--- config.mk ---
export PLATFORM = sky130hd
export DESIGN_NAME = data_memory
export DESIGN_NICKNAME = d
export VERILOG_FILES = /design/src/rtl/data_memory_pkg.sv /design/src/rtl/dmem_load_align.sv /design/src/rtl/data_memory.sv
export SDC_FILE = /design/constraint.sdc
export NUM_CORES = 1
export LEC_CHECK = 0
export CAP_MARGIN = 15
export CORE_UTILIZATION = 50
export DETAILED_ROUTE_END_ITERATION = 8
export DONT_BUFFER_PORTS = 1
export GPL_TIMING_DRIVEN = 0
export SETUP_SLACK_MARGIN = 0.5
export SYNTH_ARGS = -nofsm -noshare
export SYNTH_HDL_FRONTEND = slang
export SYNTH_SLANG_ARGS = --single-unit
--- constraint.sdc ---
create_clock -name clk -period 9.12 [get_ports clk]
set_clock_uncertainty 0.05 [all_clocks]
set_input_delay 2.736 -clock clk [delete_from_list [all_inputs] [get_ports clk]]
set_output_delay 2.736 -clock clk [all_outputs]
set_load 0.02 [all_outputs]
--- src/rtl/data_memory_pkg.sv ---
// Load/store control encodings shared by the data memory and its load aligner.
package data_memory_pkg;

  typedef enum logic [1:0] {
    LS_BYTE = 2'b00,
    LS_HALF = 2'b01,
    LS_WORD = 2'b10,
    LS_RSVD = 2'b11
  } ls_type_t;

endpackage

--- src/rtl/dmem_load_align.sv ---
// Combinational load lane select with sign/zero extension for byte, halfword and word loads.
module dmem_load_align
  import data_memory_pkg::*;
(
  input  logic [31:0] word,
  input  logic [1:0]  offset,
  input  ls_type_t    load_store_type,
  input  logic        load_unsigned,
  output logic [31:0] read_data
);

  logic [7:0]  lane_b;
  logic [15:0] lane_h;

  assign lane_b = word[{offset, 3'b000} +: 8];
  // Halfword lane comes from address[1] only; address[0] is ignored.
  assign lane_h = offset[1] ? word[31:16] : word[15:0];

  always_comb begin
    read_data = '0;
    case (load_store_type)
      LS_BYTE: read_data = load_unsigned ? {24'h0, lane_b} : {{24{lane_b[7]}}, lane_b};
      LS_HALF: read_data = load_unsigned ? {16'h0, lane_h} : {{16{lane_h[15]}}, lane_h};
      LS_WORD: read_data = word;
      default: read_data = '0;
    endcase
  end

endmodule

--- src/rtl/data_memory.sv ---
// Word-organised byte-addressable data memory: synchronous byte/half/word stores, combinational loads.
// Optional macro DMEM_READ_GATE_EN forces read_data to 0 while mem_read is low.
module data_memory
  import data_memory_pkg::*;
#(
  parameter int ADDR_WIDTH = 32,
  parameter int DATA_WIDTH = 32,
  parameter int NUM_LOCS   = 10
) (
  input  logic                  clk,
  input  logic                  rstn,
  input  logic [ADDR_WIDTH-1:0] address,
  input  logic [DATA_WIDTH-1:0] write_data,
  input  logic                  mem_read,
  input  logic                  mem_write,
  input  logic [1:0]            load_store_type,
  input  logic                  load_unsigned,
  output logic [DATA_WIDTH-1:0] read_data
);

  localparam int IDX_W  = (NUM_LOCS > 1) ? $clog2(NUM_LOCS) : 1;
  localparam int WIDX_W = ADDR_WIDTH - 2;

  logic [DATA_WIDTH-1:0] mem [NUM_LOCS];
  logic [WIDX_W-1:0]     word_idx;
  logic [1:0]            offset;
  logic                  in_range;
  logic [IDX_W-1:0]      word_sel;
  ls_type_t              ls;
  logic [3:0]            byte_en;
  logic [DATA_WIDTH-1:0] wdata_rep;
  logic [DATA_WIDTH-1:0] rd_word;
  logic [DATA_WIDTH-1:0] aligned;

  assign ls       = ls_type_t'(load_store_type);
  assign word_idx = address[ADDR_WIDTH-1:2];
  assign offset   = address[1:0];
  assign in_range = word_idx < WIDX_W'(NUM_LOCS);
  assign word_sel = in_range ? word_idx[IDX_W-1:0] : '0;

  // Store data is replicated into every lane; the byte-enable mask picks the lanes written.
  always_comb begin
    byte_en   = 4'b0000;
    wdata_rep = write_data;
    case (ls)
      LS_BYTE: begin
        byte_en   = 4'b0001 << offset;
        wdata_rep = {4{write_data[7:0]}};
      end
      LS_HALF: begin
        byte_en   = offset[1] ? 4'b1100 : 4'b0011;
        wdata_rep = {2{write_data[15:0]}};
      end
      LS_WORD: byte_en = 4'b1111;
      default: byte_en = 4'b0000;
    endcase
  end

  always_ff @(posedge clk or negedge rstn) begin
    if (!rstn) begin
      for (int unsigned i = 0; i < NUM_LOCS; i++) mem[i] <= '0;
    end else if (mem_write && in_range) begin
      for (int unsigned b = 0; b < 4; b++)
        if (byte_en[b]) mem[word_sel][8*b +: 8] <= wdata_rep[8*b +: 8];
    end
  end

  assign rd_word = in_range ? mem[word_sel] : '0;

  dmem_load_align u_align (
    .word            (rd_word),
    .offset          (offset),
    .load_store_type (ls),
    .load_unsigned   (load_unsigned),
    .read_data       (aligned)
  );

`ifdef DMEM_READ_GATE_EN
  assign read_data = (rstn && mem_read) ? aligned : '0;
`else
  logic unused_mem_read;
  assign unused_mem_read = mem_read;
  assign read_data = rstn ? aligned : '0;
`endif

endmodule

==> reports/results.tsv <==
stage	metric	value	unit
die	Initial Utilization	0.508	
yosys	top cell type's share of synthesized area	0.501	
yosys	Seq cells post-synth	320	
detailed_routing	Post-DRT Antenna Nets	0	
worst_setup_path	worst r2r dst	mem[315]	
worst_setup_path	cell repeated most along the worst path	or4_4	
worst_setup_path	crit start category	input pin	
yosys	Yosys Warn Count	0	
cts	maximum clock insertion buffer count	3	
worst_setup_path	critical path fanouts, max	10	
yosys	Post-Synth XOR/XNOR Area	0	
worst_setup_path	Largest delay share family, worst path	simple AND/OR/NAND/NOR gates	
cts	H-tree depth	2	
yosys	Cells after Synth	1567	
yosys	library cells used by synthesis	74	
sta	worst hold slack	0.423	ns
worst_hold_path	hold path depth	2	
final_layout	Nets	1708	
sta	Slew @ Worst Pin	1.26	ns
worst_setup_path	WP data required	6.33	ns
cts	total clock sinks	320	
sta	Max Clk Rate	0.115	GHz
die	chip height	181	um
yosys	mapped cell area	16000	um2
detailed_routing	WL final	66.8	mm
detailed_routing	WL/cell	32.4	um
yosys	FFs w/ async S/R, synth	1.00	
cts	CTS tree	yes	
sta	Final Hold Violating Endpoints	0	
worst_setup_path	crit path kind	in2out	
sta	RSZ-0062 raised after global routing	yes	
yosys	top area cells in the synthesized netlist	dfrtp_1 (50%), mux2_2 (8.7%), o21ai_0 (4.5%)	
die	die area	32700	um2
run_status	status	finished, final reports clean	
yosys	mux cell area share after synthesis	0.157	
placed_design	hpwl dp	45.8	mm
yosys	Simple-Gate Fraction of Synth Area	0.143	
cts	Root Buffer	clkbuf_16	
placed_design	placed cell count	1978	
die	# IOs	103	
yosys	Mapped Nets	1638	
yosys	ys flop type	dfrtp_1	
detailed_routing	first-pass iteration count of the detailed router	5	
pwr	Sw Ratio	0.241	
pwr	clock share of power	0.486	
flow_run	Max-Cap Viols	0	
pwr	Gate power share	0.060	
placed_design	IO Port Bufs	0	
worst_setup_path	flop2flop setup slack	8.26	ns
detailed_routing	DR vias	14000	
worst_setup_path	WP buf/inv	2	
sta	Slew Limit Fails	0	
pwr	register share of total power	0.454	
yosys	Post-Synth Adder-Cell Area	0	
cts	clock latency on the worst-skew pair	0.51	ns
worst_hold_path	hold crit path type	reg2reg	
detailed_routing	First DRT Iteration DRCs	1579	
grt	aggregate global routing overflow	0	
yosys	Post-synth EDFFs	0	
grt	largest net degree at the start of global routing	327	
sta	Final Setup Violations	0	
worst_setup_path	CP max stage cell	o311ai_2	
yosys	Synth area leader	dfrtp_1	
pwr	Cell Pwr Density	170	nW/um2
pwr	sw power	0.000754	W
worst_hold_path	end of the worst hold path	mem[124]	
final_layout	top flop regs	mem (320)	
grt	vias in the first global route	13500	
cts	Num CTS Buffers	37	
yosys	Synth Area per Inst	10.2	um2
worst_setup_path	R2R Path Start	mem[315]	
grt	first-pass GRT wire length	96.7	mm
grt	initial antenna violation count	0	
final_layout	Non-Filler Instances	2065	
final_layout	fraction of final layout cells sized beyond drive strength 1	0.223	
detailed_routing	Post-route DRC	0	
worst_setup_path	CP endpoint kind	output pin	
die	row count	65	
worst_setup_path	cells on worst reg2reg path	1	
grt	Global Route Usage Sum	0.414	
sta	setup_tns	0	ns
pwr	P_leak	8.17	nW
final_layout	Top reg by flops	mem	
die	area of the core	31500	um2
cts	Hold-fix buffers, CTS	0	
pwr	Pint	0.00237	W
worst_setup_path	CP arrival	5.91	ns
detailed_routing	drt via density	6.78	
yosys	post-synthesis sequential area ratio	0.501	
worst_setup_path	CP Cell Sequence	or4_4 > or4_4 > buf_6 > nor3_1 > buf_4 > a221oi_1 > a21oi_1 > a22oi_2 > o311ai_2	
pwr	VDD IR max	143	uV
final_layout	Area Growth Syn to Fin	14.9	%
sta	fin crit period	8.69	ns
sta	period utilisation layout	0.953	
placed_design	gpl congestion	1.02	
yosys	Compound-Gate Fraction of Synth Area	0.167	
die	Die X	181	um
worst_setup_path	CP peak stage delay	0.66	ns
worst_hold_path	min-delay src	mem[124]	
final_layout	max FFs per register	320	
sta	Max-slew headroom	0.158	
yosys	largest family of logic cells by synthesized area	compound AO/OA/AOI/OAI gates	
cts	clock-pin slew on the worst setup and hold paths	0.06	ns
==> worst min-delay path: cells and delay by family, from the launching register on <==
kind | cells | cell delay [ns]
AO/OA/AOI/OAI | 1 | 0.06
flip-flops | 1 | 0.34
AND/OR/NAND/NOR | 1 | 0.04
==> power by group through the flow <==
stage	sequential (W)	combinational (W)	clock, W
2_1_floorplan	0.00145	0.0000898	0
3_3_place_gp	0.00145	0.000166	0
3_5_place_dp	0.00145	0.000169	0
4_1_cts	0.00142	0.000174	0.00152
5_1_grt	0.00142	0.000188	0.00157
6_report	0.00142	0.000186	0.00152
==> layout make-up <==
| cell class | instances | area (um2) |
|---|---|---|
| Inverter | 8 | 30.0 |
| Multi-Input combinational cell | 1117 | 7700 |
| Antenna cell | 2 | 5.00 |
| Tap cell | 402 | 503 |
| Fill cell | 2770 | 13100 |
| Timing Repair Buffer | 31 | 274 |
| Clock buffer | 50 | 1070 |
| Clock inverter | 13 | 149 |
| Buffer | 122 | 623 |
| Sequential cell | 320 | 8010 |
==> stage by stage <==
stage	setup slack (ns)	area [um2]	utilization	total power [W]
after CTS	0.458	18200	0.579	0.00311
final	0.427	18400	0.584	0.00313
after global routing	0.414	18400	0.583	0.00318
after detailed placement	-1.58	16600	0.528	0.00162
after global placement	-2.10	16500	0.524	0.00161
after floorplan	0.659	16000	-	0.00154
==> worst max-delay path by stage <==
stage	endpoint	from	depth (start not counted)
floorplan	read_data[16]	address[26]	7
global placement	read_data[4]	address[3]	8
detailed placement	read_data[4]	address[3]	9
CTS	read_data[2]	address[23]	8
global route	read_data[0]	address[23]	9
finish	read_data[4]	address[26]	9
==> Yosys cell counts (6+ instances only) <==
master,n
inv_1,8
o22ai_1,8
nand4_1,9
nor4b_1,6
buf_2,18
nand2_1,159
a22oi_1,16
o21ai_0,145
a31oi_1,7
o211ai_1,17
mux2i_1,50
nand2b_1,10
mux2_2,124
a21oi_1,135
nor2_1,169
o221ai_1,11
nand3_1,32
or3_1,22
or2_2,8
dfrtp_1,320
o311ai_0,9
nor2b_1,12
nor4_1,7
mux4_2,27
o31ai_1,11
nor3_2,9
o21a_1,10
nor3_1,11
clkbuf_1,88
buf_1,13
==> cell usage in the layout, fill, tap and decap left out, types with 17 or more instances in the layout <==
cell and n:
mux2i_1 50, nor2_1 166, o211ai_1 17, clkbuf_16 37, a21oi_1 135, nand3_1 26, mux2_2 124, mux4_2 27
o21ai_0 143, or3_1 22, buf_2 18, nand2_1 155, buf_4 38, dfrtp_1 320, clkbuf_2 17, clkbuf_1 64
==> cell families (layout without fill, tap and decap cells) <==
logic type / after synthesis / in the layout
AOI/OAI and AO/OA: 433 / 433
buffers and inverters: 130 / 224
DFF: 320 / 320
muxes: 201 / 201
other: 0 / 2
and+or+nand+nor: 483 / 483
==> layer usage <==
layer	part of all wire	global-route usage	vias up
li1	-	-	5847
met1	0.41	0.567	6996
met2	0.42	0.598	905
met3	0.11	0.118	257
met4	0.063	0.216	0
met5	0	0	-
==> repair_timing <==
action                     CTS  global route
pin swaps                   10             3
cloned                       1             0
setup endpoints to repair   32            27
buffers inserted            10             7
resized for setup          114            27
Power figures use the tool's default switching activity.
